[config.mk]
export PLATFORM = sky130hd
export DESIGN_NAME = arq_frame_sender
export DESIGN_NICKNAME = d
export VERILOG_FILES = /design/src/rtl/arq_pkg.sv /design/src/rtl/arq_frame_buf.sv /design/src/rtl/arq_frame_sender.sv
export SDC_FILE = /design/constraint.sdc
export NUM_CORES = 1
export LEC_CHECK = 0
export BUFFER_PORTS_ARGS = -buffer_cell sky130_fd_sc_hd__buf_4
export CAP_MARGIN = 40
export CORE_MARGIN = 3
export CORE_UTILIZATION = 60
export CTS_BUF_LIST = sky130_fd_sc_hd__clkbuf_4 sky130_fd_sc_hd__clkbuf_8
export DETAILED_ROUTE_END_ITERATION = 6
export PLACE_DENSITY = 0.8
export SYNTH_ARGS = -nofsm -noshare
export SYNTH_HDL_FRONTEND = slang
export SYNTH_SLANG_ARGS = --single-unit
[constraint.sdc]
create_clock -name i_clk -period 4.9 [get_ports i_clk]
set_clock_uncertainty 0.15 [all_clocks]
set_input_delay 0.98 -clock i_clk [delete_from_list [all_inputs] [get_ports i_clk]]
set_output_delay 0.98 -clock i_clk [all_outputs]
set_load 0.02 [all_outputs]
[src/rtl/arq_pkg.sv]
`default_nettype none
// ============================================================================
// Module      : arq_pkg
// Description : ARQ frame sender state encoding and width helper.
// Revision    : 1.0 - initial release
// ============================================================================
package arq_pkg;

    typedef enum logic [1:0] {
        ST_IDLE     = 2'd0,
        ST_FILL     = 2'd1,
        ST_WAIT_ACK = 2'd2,
        ST_REPLAY   = 2'd3
    } arq_state_t;

    // Bits needed to hold values 0..value-1, never less than one bit.
    function automatic int min1_clog2(input int value);
        return (value <= 2) ? 1 : $clog2(value);
    endfunction

endpackage
`default_nettype wire

[src/rtl/arq_frame_buf.sv]
`default_nettype none
// ============================================================================
// Module      : arq_frame_buf
// Description : Frame copy store; synchronous write, asynchronous read.
// Revision    : 1.0 - initial release
// ============================================================================
module arq_frame_buf #(
    parameter int DATA_W    = 8,
    parameter int FRAME_LEN = 64,
    parameter int ADDR_W    = 6
) (
    input  logic              i_clk,
    input  logic              i_wr_en,
    input  logic [ADDR_W-1:0] i_wr_addr,
    input  logic [DATA_W-1:0] i_wr_data,
    input  logic [ADDR_W-1:0] i_rd_addr,
    output logic [DATA_W-1:0] o_rd_data
);

    logic [DATA_W-1:0] r_mem [FRAME_LEN];

    always_ff @(posedge i_clk) begin
        if (i_wr_en) begin
            r_mem[i_wr_addr] <= i_wr_data;
        end
    end

    assign o_rd_data = r_mem[i_rd_addr];

endmodule
`default_nettype wire

[src/rtl/arq_frame_sender.sv]
`default_nettype none
// ============================================================================
// Module      : arq_frame_sender
// Description : Forwards mapper frames to the line, replays on NACK/timeout.
// Revision    : 1.0 - initial release
// ============================================================================
module arq_frame_sender
    import arq_pkg::*;
#(
    parameter int DATA_W      = 8,
    parameter int FRAME_LEN   = 64,
    parameter int MAX_RETRIES = 3,
    parameter int ACK_TIMEOUT = 4096,
    parameter int CNT_W       = 16
) (
    input  logic              i_clk,
    input  logic              i_rst,
    input  logic              i_arq_en,
    input  logic [DATA_W-1:0] i_frame_data,
    input  logic              i_frame_data_valid,
    input  logic              i_frame_data_fas,
    output logic              o_frame_data_ready,
    output logic [DATA_W-1:0] o_line_data,
    output logic              o_line_data_valid,
    input  logic              i_line_data_ready,
    input  logic              i_ack_valid,
    input  logic              i_ack_good,
    output logic              o_busy,
    output logic              o_send_complete,
    output logic              o_frame_drop,
    output logic [CNT_W-1:0]  o_retrans_cnt
);

    localparam int c_PTR_W = min1_clog2(FRAME_LEN);
    localparam int c_TMR_W = min1_clog2(ACK_TIMEOUT);
    localparam int c_RTY_W = min1_clog2(MAX_RETRIES + 1);

    localparam logic [c_PTR_W-1:0] c_PTR_LAST = c_PTR_W'(FRAME_LEN - 1);
    localparam logic [c_TMR_W-1:0] c_TMR_LAST = c_TMR_W'(ACK_TIMEOUT - 1);
    localparam logic [c_RTY_W-1:0] c_RTY_MAX  = c_RTY_W'(MAX_RETRIES);

    arq_state_t          r_state;
    arq_state_t          w_state_nxt;
    logic [c_PTR_W-1:0]  r_wr_ptr;
    logic [c_PTR_W-1:0]  r_rd_ptr;
    logic [c_TMR_W-1:0]  r_timer;
    logic [c_RTY_W-1:0]  r_retry;
    logic                r_arq_mode;
    logic [CNT_W-1:0]    r_retrans_cnt;
    logic                r_send_complete;
    logic                r_frame_drop;

    logic                w_frame_ready;
    logic                w_line_valid;
    logic [DATA_W-1:0]   w_line_data;
    logic                w_buf_we;
    logic [c_PTR_W-1:0]  w_buf_waddr;
    logic [DATA_W-1:0]   w_buf_rdata;
    logic                w_line_xfer;
    logic                w_fill_last;
    logic                w_complete_evt;
    logic                w_drop_evt;
    logic                w_retry_evt;

    arq_frame_buf #(
        .DATA_W    (DATA_W),
        .FRAME_LEN (FRAME_LEN),
        .ADDR_W    (c_PTR_W)
    ) u_buf (
        .i_clk     (i_clk),
        .i_wr_en   (w_buf_we),
        .i_wr_addr (w_buf_waddr),
        .i_wr_data (i_frame_data),
        .i_rd_addr (r_rd_ptr),
        .o_rd_data (w_buf_rdata)
    );

    assign w_buf_waddr = (r_state == ST_IDLE) ? '0 : r_wr_ptr;
    assign w_line_xfer = w_line_valid & i_line_data_ready;

    always_comb begin
        w_state_nxt    = r_state;
        w_frame_ready  = 1'b0;
        w_line_valid   = 1'b0;
        w_line_data    = '0;
        w_buf_we       = 1'b0;
        w_fill_last    = 1'b0;
        w_complete_evt = 1'b0;
        w_drop_evt     = 1'b0;
        w_retry_evt    = 1'b0;
        case (r_state)
            ST_IDLE: begin
                // Only a FAS byte may open a frame; anything else is flushed.
                if (i_frame_data_fas) begin
                    w_line_data   = i_frame_data;
                    w_line_valid  = i_frame_data_valid;
                    w_frame_ready = i_line_data_ready;
                    w_buf_we      = i_frame_data_valid & i_line_data_ready;
                end else begin
                    w_frame_ready = 1'b1;
                end
                if (w_buf_we) begin
                    w_state_nxt = ST_FILL;
                end
            end
            ST_FILL: begin
                w_line_data   = i_frame_data;
                w_line_valid  = i_frame_data_valid;
                w_frame_ready = i_line_data_ready;
                w_buf_we      = i_frame_data_valid & i_line_data_ready;
                w_fill_last   = w_buf_we & (r_wr_ptr == c_PTR_LAST);
                if (w_fill_last) begin
                    w_state_nxt    = r_arq_mode ? ST_WAIT_ACK : ST_IDLE;
                    w_complete_evt = ~r_arq_mode;
                end
            end
            ST_WAIT_ACK: begin
                if (i_ack_valid & i_ack_good) begin
                    w_state_nxt    = ST_IDLE;
                    w_complete_evt = 1'b1;
                end else if (i_ack_valid | (r_timer == c_TMR_LAST)) begin
                    if (r_retry == c_RTY_MAX) begin
                        w_state_nxt = ST_IDLE;
                        w_drop_evt  = 1'b1;
                    end else begin
                        w_state_nxt = ST_REPLAY;
                        w_retry_evt = 1'b1;
                    end
                end
            end
            ST_REPLAY: begin
                w_line_data  = w_buf_rdata;
                w_line_valid = 1'b1;
                if (w_line_xfer && (r_rd_ptr == c_PTR_LAST)) begin
                    w_state_nxt = ST_WAIT_ACK;
                end
            end
            default: begin
                w_state_nxt = ST_IDLE;
            end
        endcase
    end

    always_ff @(posedge i_clk) begin
        if (i_rst) begin
            r_state         <= ST_IDLE;
            r_wr_ptr        <= '0;
            r_rd_ptr        <= '0;
            r_timer         <= '0;
            r_retry         <= '0;
            r_arq_mode      <= 1'b0;
            r_retrans_cnt   <= '0;
            r_send_complete <= 1'b0;
            r_frame_drop    <= 1'b0;
        end else begin
            r_state         <= w_state_nxt;
            r_send_complete <= w_complete_evt;
            r_frame_drop    <= w_drop_evt;
            case (r_state)
                ST_IDLE: begin
                    if (w_buf_we) begin
                        r_wr_ptr   <= c_PTR_W'(1);
                        r_arq_mode <= i_arq_en;
                    end
                end
                ST_FILL: begin
                    if (w_fill_last) begin
                        r_wr_ptr <= '0;
                        r_timer  <= '0;
                        r_retry  <= '0;
                    end else if (w_buf_we) begin
                        r_wr_ptr <= r_wr_ptr + c_PTR_W'(1);
                    end
                end
                ST_WAIT_ACK: begin
                    r_timer <= r_timer + c_TMR_W'(1);
                    if (w_retry_evt) begin
                        r_retry  <= r_retry + c_RTY_W'(1);
                        r_rd_ptr <= '0;
                        if (r_retrans_cnt != {CNT_W{1'b1}}) begin
                            r_retrans_cnt <= r_retrans_cnt + CNT_W'(1);
                        end
                    end
                end
                ST_REPLAY: begin
                    if (w_line_xfer) begin
                        if (r_rd_ptr == c_PTR_LAST) begin
                            r_rd_ptr <= '0;
                            r_timer  <= '0;
                        end else begin
                            r_rd_ptr <= r_rd_ptr + c_PTR_W'(1);
                        end
                    end
                end
                default: begin
                    r_wr_ptr <= '0;
                end
            endcase
        end
    end

    // Reset forces the line side quiet even though the datapath is combinational.
    assign o_frame_data_ready = w_frame_ready & ~i_rst;
    assign o_line_data_valid  = w_line_valid & ~i_rst;
    assign o_line_data        = i_rst ? '0 : w_line_data;
    assign o_busy             = (r_state != ST_IDLE);
    assign o_send_complete    = r_send_complete;
    assign o_frame_drop       = r_frame_drop;
    assign o_retrans_cnt      = r_retrans_cnt;

endmodule
`default_nettype wire

==> results by group, run 1 <==
Min path
  – Worst Min Path Start: r_timer[1]
  – Hold EP: r_timer[1]
  – Hold crit path type: flip-flop to flip-flop
  – Worst hold stages: 2

Finish
  – P&R area growth vs syn: 12.2%
  – N_diodes: 0
  – Nets: 1,442
  – Fillers: 2,319
  – Layout cells sized above 1: 24.7%
  – Finished Cell Area: 0.0256 sq mm

Power and ir drop
  – P_leak: 8.00 nW
  – Max VDD drop: 0.244 mV
  – Pwr Density: 369 mW/mm^2

Routing
  – Via density: 6.53
  – ANT nets after route: 0
  – Final wirelength: 52.3 mm
  – 1st-iter DRT viols: 1,651
  – DRC viols: 0
  – First-pass DRT Iterations: 7
  – DR WL/cell: 26.2 um
  – Vias: 13.0k

Critical path
  – Crit-path max FO: 34
  – Most frequent CP cell: buf_4
  – R2r endpoint: u_buf.r_mem[2][3]
  – Worst EP required: 3.77 ns
  – Crit-path max cell delay: 0.77 ns
  – Slowest cell on crit path: dfxtp_4
  – CP Cell Sequence: buf_4, nor2b_1, a22oi_1, a21oi_1, a2111oi_0, a211o_1, buf_4
  – Crit path DAT: 3.48 ns
  – Worst reg2reg path startpoint: r_state[0]
  – Critical path class: flip-flop to output pin
  – Flop-to-flop setup slack: 1.01 ns
  – Critical path endpoint category: output pin
  – R2r worst-path depth: 7
  – CP Launch Type: flip-flop

Synthesis
  – Syn. warnings: 0
  – Post-synth EDFFs: 512
  – Cell Area, Synth: 0.0228 sq mm
  – Top cell type's share of synthesized area: 67.3%
  – Asr flop ratio synth: 0%
  – Top post-synthesis cells by area: edfxtp_1 (67%), mux4_2 (11%), dfxtp_1 (4.6%), mux2i_1 (2.8%), nor2_1 (1.8%)
  – Post-synthesis sequential area ratio: 71.9%
  – Main flop type after synthesis: edfxtp_1
  – Syn avg cell area: 17.6 sq um
  – Synthesized Nets: 1,325
  – Syn Inst Count: 1,300
  – Synth Register Bits: 565
  – Synth area leader: edfxtp_1
  – Synth cell types: 61

CTS
  – Root Driver: clkbuf_8
  – Clock sinks: 565
  – CTS buffer count: 88
  – H-tree depth: 3
  – Cts hold-fix bufs: 0
  – CTS tree: built
  – Post-CTS sizing: 0
  – Clk slew on worst S/H paths: 0.06 ns
  – Post CTS Setup Buffer Count: 0
  – Worst-Skew Late Latency: 0.65 ns
  – Longest Clk Path Bufs: 3

STA
  – Hold Violations, Final: 0
  – Setup TNS: 0 ns
  – Max-slew violation count: 0
  – Final worst path period share: 94.1%
  – Finish-stage setup viols: 0
  – Least-Margin Pin Slew: 0.991 ns
  – F_max: 217 MHz
  – RSZ-0062 raised after global routing: false
  – Slew HR: 33.7%
  – Min Tclk post-route: 4.61 ns

Floorplanning
  – IO Pins: 45
  – Total Die Area: 0.0405 sq mm
  – Initial core utilization: 61.7%
  – Die width: 201 um
  – Cell Rows: 70
  – Die Y: 201 um
  – Core area: 0.0370 sq mm

Global route
  – Pin count of the biggest net entering global routing: 66
  – Number of global-route vias before repair: 12.7k
  – Aggregate global routing overflow: 0
  – First-pass GRT wire length: 79.2 mm
  – Total track usage: 26.0%
  – Antenna violations before repair: 0

Placed design
  – GPL Wtd Cong: 0.877
  – Dpl hpwl: 32.0 mm
  – Port bufs: 44
  – Post-Place Cell Area: 0.0238 sq mm

Status
  – Status: finished, final reports clean

Flow run
  – Max cap viols: 0
## metrics by stage
step	setup WS [ns]	hold slack (ns)	std cells	utilization [%]	power, mW
CTS	0.220	0.325	1989	69.1	9.49
floorplan	1.75	0.295	1300	-	5.44
finish	0.287	0.323	1995	69.2	9.45
global placement	0.950	0.313	1818	64.0	5.56
detailed placement	0.928	0.317	1825	64.2	5.57
global route	0.139	0.355	1995	69.2	9.73
## cell type report
class | count | area, sq um | area share [%]
flip-flops and latches | 565 | 16400 | 64.2
multi-input cells | 657 | 5960 | 23.3
clock buffers | 120 | 1500 | 5.83
repair buffers | 93 | 756 | 2.95
well taps | 504 | 631 | 2.46
clock inverters | 44 | 294 | 1.15
inverters | 12 | 45.0 | 0.176
## per-layer routing
| metal | routed length (um) | global-route usage [%] | vias to the layer above |
|---|---|---|---|
| met2 | 24500 | 39.3 | 874 |
| met1 | 20500 | 38.2 | 6559 |
| met3 | 5720 | 5.58 | 113 |
| li1 | - | - | 5474 |
| met5 | 0 | 0 | - |
| met4 | 1630 | 9.36 | 0 |
## layout by cell type (no fill, tap or decap), types with 4 or more instances in the layout
cell type	netlist	final
a211oi_1	14	14
a21boi_0	4	4
a21oi_1	34	34
a221oi_1	7	7
a22o_1	6	6
a22oi_1	8	8
a31oi_1	6	6
and2_1	8	8
and3_1	8	8
buf_4	19	89
clkbuf_4	0	25
clkbuf_8	0	95
clkinv_1	2	22
clkinv_2	0	17
dfxtp_1	53	50
edfxtp_1	512	512
ha_1	9	9
inv_1	9	9
mux2_2	14	14
mux2i_1	63	63
mux4_1	5	5
mux4_2	107	107
nand2_1	60	60
nand3_1	31	31
nand4_1	22	22
nor2_1	111	111
nor2b_1	20	20
nor3_1	7	7
o211ai_1	5	5
o21ai_0	29	29
o221ai_1	4	4
o22ai_1	6	6
o41ai_1	4	4
or3_1	17	17
xor2_1	10	10
## flip-flops by register name, summed over array words and instances, names as in the netlist, named ones only
signal / count
u_buf.r_mem: 512
o_retrans_cnt: 16
r_timer: 12
r_rd_ptr: 6
r_wr_ptr: 6
r_retry: 2
r_state: 2
o_frame_drop: 1
o_send_complete: 1
r_arq_mode: 1
## synthesized netlist by cell type (all sizes together) (3+ instances only)
library cell,number
a211oi,14
a21boi,4
a21oi,34
a221oi,7
a22o,6
a22oi,8
a31oi,6
and2,8
and3,8
buf,42
clkbuf,24
dfxtp,53
edfxtp,512
ha,9
inv,10
mux2,14
mux2i,63
mux4,112
nand2,60
nand2b,3
nand3,32
nand4,22
nor2,111
nor2b,20
nor3,7
o211ai,5
o21ai,32
o221ai,4
o22ai,6
o41ai,5
or2,5
or3,17
or4,3
xor2,10
## worst max path at each step
stage | startpoint | end | slack [ns] | depth (start not counted)
floorplan | flip-flop | o_line_data[6] | 1.75 | 8
global placement | i_rst | o_line_data[7] | 0.95 | 6
detailed placement | i_rst | o_line_data[0] | 0.93 | 6
CTS | flip-flop | o_line_data[7] | 0.22 | 6
global route | flip-flop | o_line_data[7] | 0.14 | 6
finish | flip-flop | o_line_data[2] | 0.29 | 7
## critical path: cells and delay by family (launching register included)
kind	cells	cell delay, ns
compound gates	4	0.90
flops	1	0.77
simple gates	1	0.52
buf+inv	2	0.63
## cell families (layout without fill, tap and decap cells)
| family | count (synthesis) | in the layout | share of synthesized area (%) |
|---|---|---|---|
| flip-flops | 565 | 565 | 71.9 |
| AND/OR/NAND/NOR | 303 | 303 | 6.29 |
| multiplexers | 189 | 189 | 14.6 |
| AO/OA/AOI/OAI | 146 | 146 | 4.35 |
| buffers and inverters | 78 | 269 | 1.98 |
| XOR/XNOR | 10 | 10 | 0.383 |
| adder cells (fa/ha/maj) | 9 | 9 | 0.493 |
## power breakdown
part	internal (mW)	total [mW]	switching (mW)
Clock	2.15	3.98	1.83
Combinational	0.0466	0.213	0.166
Sequential	5.26	5.26	0.00507
Total	7.46	9.45	2.00
Note: power is estimated with default switching activity, not from simulation.
==> inputs of run 2 (changes only) <==
--- a/config.mk
+++ b/config.mk
@@ -7,11 +7,13 @@
 export LEC_CHECK = 0
 export BUFFER_PORTS_ARGS = -buffer_cell sky130_fd_sc_hd__buf_4
 export CAP_MARGIN = 40
+export CORE_ASPECT_RATIO = 2
 export CORE_MARGIN = 3
 export CORE_UTILIZATION = 60
 export CTS_BUF_LIST = sky130_fd_sc_hd__clkbuf_4 sky130_fd_sc_hd__clkbuf_8
 export DETAILED_ROUTE_END_ITERATION = 6
 export PLACE_DENSITY = 0.8
+export RECOVER_POWER = 50
 export SYNTH_ARGS = -nofsm -noshare
 export SYNTH_HDL_FRONTEND = slang
 export SYNTH_SLANG_ARGS = --single-unit
==> run 2 against run 1 <==
The flow now finishes with violations (capacitance limit, slew limit); worst setup slack got worse by 0.19 ns; global-route usage grew 0.48 points; maximum frequency is 4.0% lower; sequential share of layout area increased by 1.4 points; critical path depth decreased by 1; via count decreased by 2.7%; largest cell class unchanged; highest routed layer unchanged.
==> results by group, run 2 (same netlist as run 1, synthesis figures left out) <==
Routing
  – First-pass DRT Iterations: 6 (-1)
  – Final wirelength: 52.1 mm (-0.52%)
  – 1st-iter DRT viols: 1,543 (-6.5%)
  – DR WL/cell: 27.1 um (+3.3%)
  – DRC viols: 0 (unchanged)
  – ANT nets after route: 0 (unchanged)
  – Vias: 12.7k (-2.7%)
  – Via density: 6.59 (+0.99%)

STA
  – Slew HR: -97.2% (-130 points)
  – Least-Margin Pin Slew: 2.96 ns (+1.97 ns)
  – Final worst path period share: 98.0% (+3.9 points)
  – Finish-stage setup viols: 0 (unchanged)
  – Setup TNS: 0 ns (unchanged)
  – F_max: 208 MHz (-4.0%)
  – Max-slew violation count: 260 (+260)
  – Min Tclk post-route: 4.80 ns (+0.191 ns)
  – Hold Violations, Final: 0 (unchanged)
  – RSZ-0062 raised after global routing: false

Finish
  – Fillers: 2,316 (-0.13%)
  – Multi-input logic area: 0.00595 sq mm (-0.23%)
  – Most frequent cells in the layout: edfxtp_1 (512), nor2_1 (111), mux4_2 (107)
  – P&R area growth vs syn: 9.82%
  – Most common cell after layout, fill and taps aside: edfxtp_1
  – Nets: 1,433 (-0.62%)
  – Post-Route Utilization: 67.1% (-2.1 points)
  – Reg area: 0.0164 sq mm (unchanged)
  – Largest Register: u_buf.r_mem
  – Layout cells sized above 1: 21.1% (-3.5 points)
  – Number of flip-flops in the largest register: 512 (unchanged)

Status
  – Status: finished, violations left
  – Failing checks: capacitance limit, slew limit

Placed design
  – Port bufs: 44 (unchanged)
  – GPL Wtd Cong: 0.904 (+3.1%)
  – Dpl hpwl: 34.1 mm (+6.5%)

CTS
  – CTS buffer count: 74 (-16%)
  – H-tree depth: 3 (unchanged)
  – Post-CTS sizing: 0 (unchanged)
  – Clk slew on worst S/H paths: 0.07 ns (about the same)
  – Cts hold-fix bufs: 0 (unchanged)
  – Worst-Skew Late Latency: 0.63 ns (-0.02 ns)
  – Root Driver: clkbuf_8
  – CTS tree: built
  – Longest Clk Path Bufs: 3 (unchanged)
  – Clock sinks: 565 (unchanged)
  – Post CTS Setup Buffer Count: 0 (unchanged)

Critical path
  – CP bufs+invs: 1 (-1)
  – CP Launch Type: flip-flop
  – Crit path DAT: 3.67 ns (+0.19 ns)
  – Crit-path max FO: 32 (-5.9%)
  – Critical path endpoint category: output pin
  – Slowest cell on crit path: dfxtp_4
  – CP Cell Sequence: mux4_2, mux2_2, a221oi_1, a211oi_1, a211o_1, buf_4
  – CP delay by family, top: compound AO/OA/AOI/OAI gates
  – Worst EP required: 3.77 ns (about the same)
  – Critical path class: flip-flop to output pin
  – Crit-path max cell delay: 0.76 ns (about the same)

Global route
  – Total track usage: 26.4% (+0.48 points)
  – Aggregate global routing overflow: 0 (unchanged)
  – First-pass GRT wire length: 78.7 mm (-0.57%)
  – Antenna violations before repair: 1 (+1)
  – Number of global-route vias before repair: 12.9k (+1.8%)
  – Pin count of the biggest net entering global routing: 66 (unchanged)

Power and ir drop
  – P_leak: 7.69 nW (-3.9%)
  – Max VDD drop: 0.230 mV (-5.9%)
  – Pwr Density: 350 mW/mm^2 (-5.0%)

Floorplanning
  – Core area: 0.0374 sq mm (+0.98%)
  – Cell Rows: 100 (+43%)
  – Die width: 144 um (-28%)
  – Die Y: 282 um (+40%)
  – Initial core utilization: 61.1% (-0.60 points)
  – IO Pins: 45 (unchanged)
  – Total Die Area: 0.0406 sq mm (+0.35%)

Min path
  – Hold crit path type: flip-flop to flip-flop

Flow run
  – Max cap viols: 4 (+4)
[run 2: final cells by class]
type / instances / area share [%]
repair buffers: 98 / 2.71
multi-input cells: 657 / 23.7
clock buffers: 97 / 4.87
inverters: 12 / 0.180
clock inverters: 33 / 0.693
diodes: 1 / 0.00997
well taps: 459 / 2.29
flip-flops and latches: 565 / 65.5
[run 2: path summary, 6_finish.rpt]
| check | start | to | slack (ns) | depth (start not counted) |
|---|---|---|---|---|
| hold / removal | r_arq_mode | r_arq_mode | 0.33 | 2 |
| setup / recovery | flip-flop | o_line_data[2] | 0.1 | 6 |
| hold reg to reg | r_arq_mode | r_arq_mode | 0.33 | 2 |
| setup reg to reg | r_state[0] | u_buf.r_mem[11][6] | 0.78 | 8 |
[run 2: where the power goes]
| part | total (mW) | switching [mW] | internal [mW] |
|---|---|---|---|
| clock network | 3.32 | 1.64 | 1.68 |
| registers | 5.26 | 0.00497 | 5.26 |
| logic | 0.208 | 0.164 | 0.0436 |
[run 2: tightest hold or removal path, delay by kind of cell, from the launching register on]
family | cells | cell delay (ns)
AO/OA/AOI/OAI | 1 | 0.05
flip-flops | 1 | 0.33
AND/OR/NAND/NOR | 1 | 0.06
[run 2: through the flow]
stage	total power [mW]	area, sq um	hold slack, ns	worst slack (ns)	instances
6_report	8.79	25100	0.332	0.0961	1922
5_1_grt	9.04	25100	0.350	0.0272	1922
4_1_cts	8.84	25200	0.325	0.216	1920
3_5_place_dp	5.57	23800	0.318	0.915	1790
3_3_place_gp	5.56	23700	0.308	0.921	1779
2_1_floorplan	5.44	22800	0.295	1.75	1300
[run 2: layer usage]
layer  part of all wire, %  GRT usage (%)  routed length [um]
met5                     0              0                   0
met4                   5.4           12.3                2820
met3                   6.8           4.67                3560
met2                    54           46.5               28100
met1                    34           31.5               17600
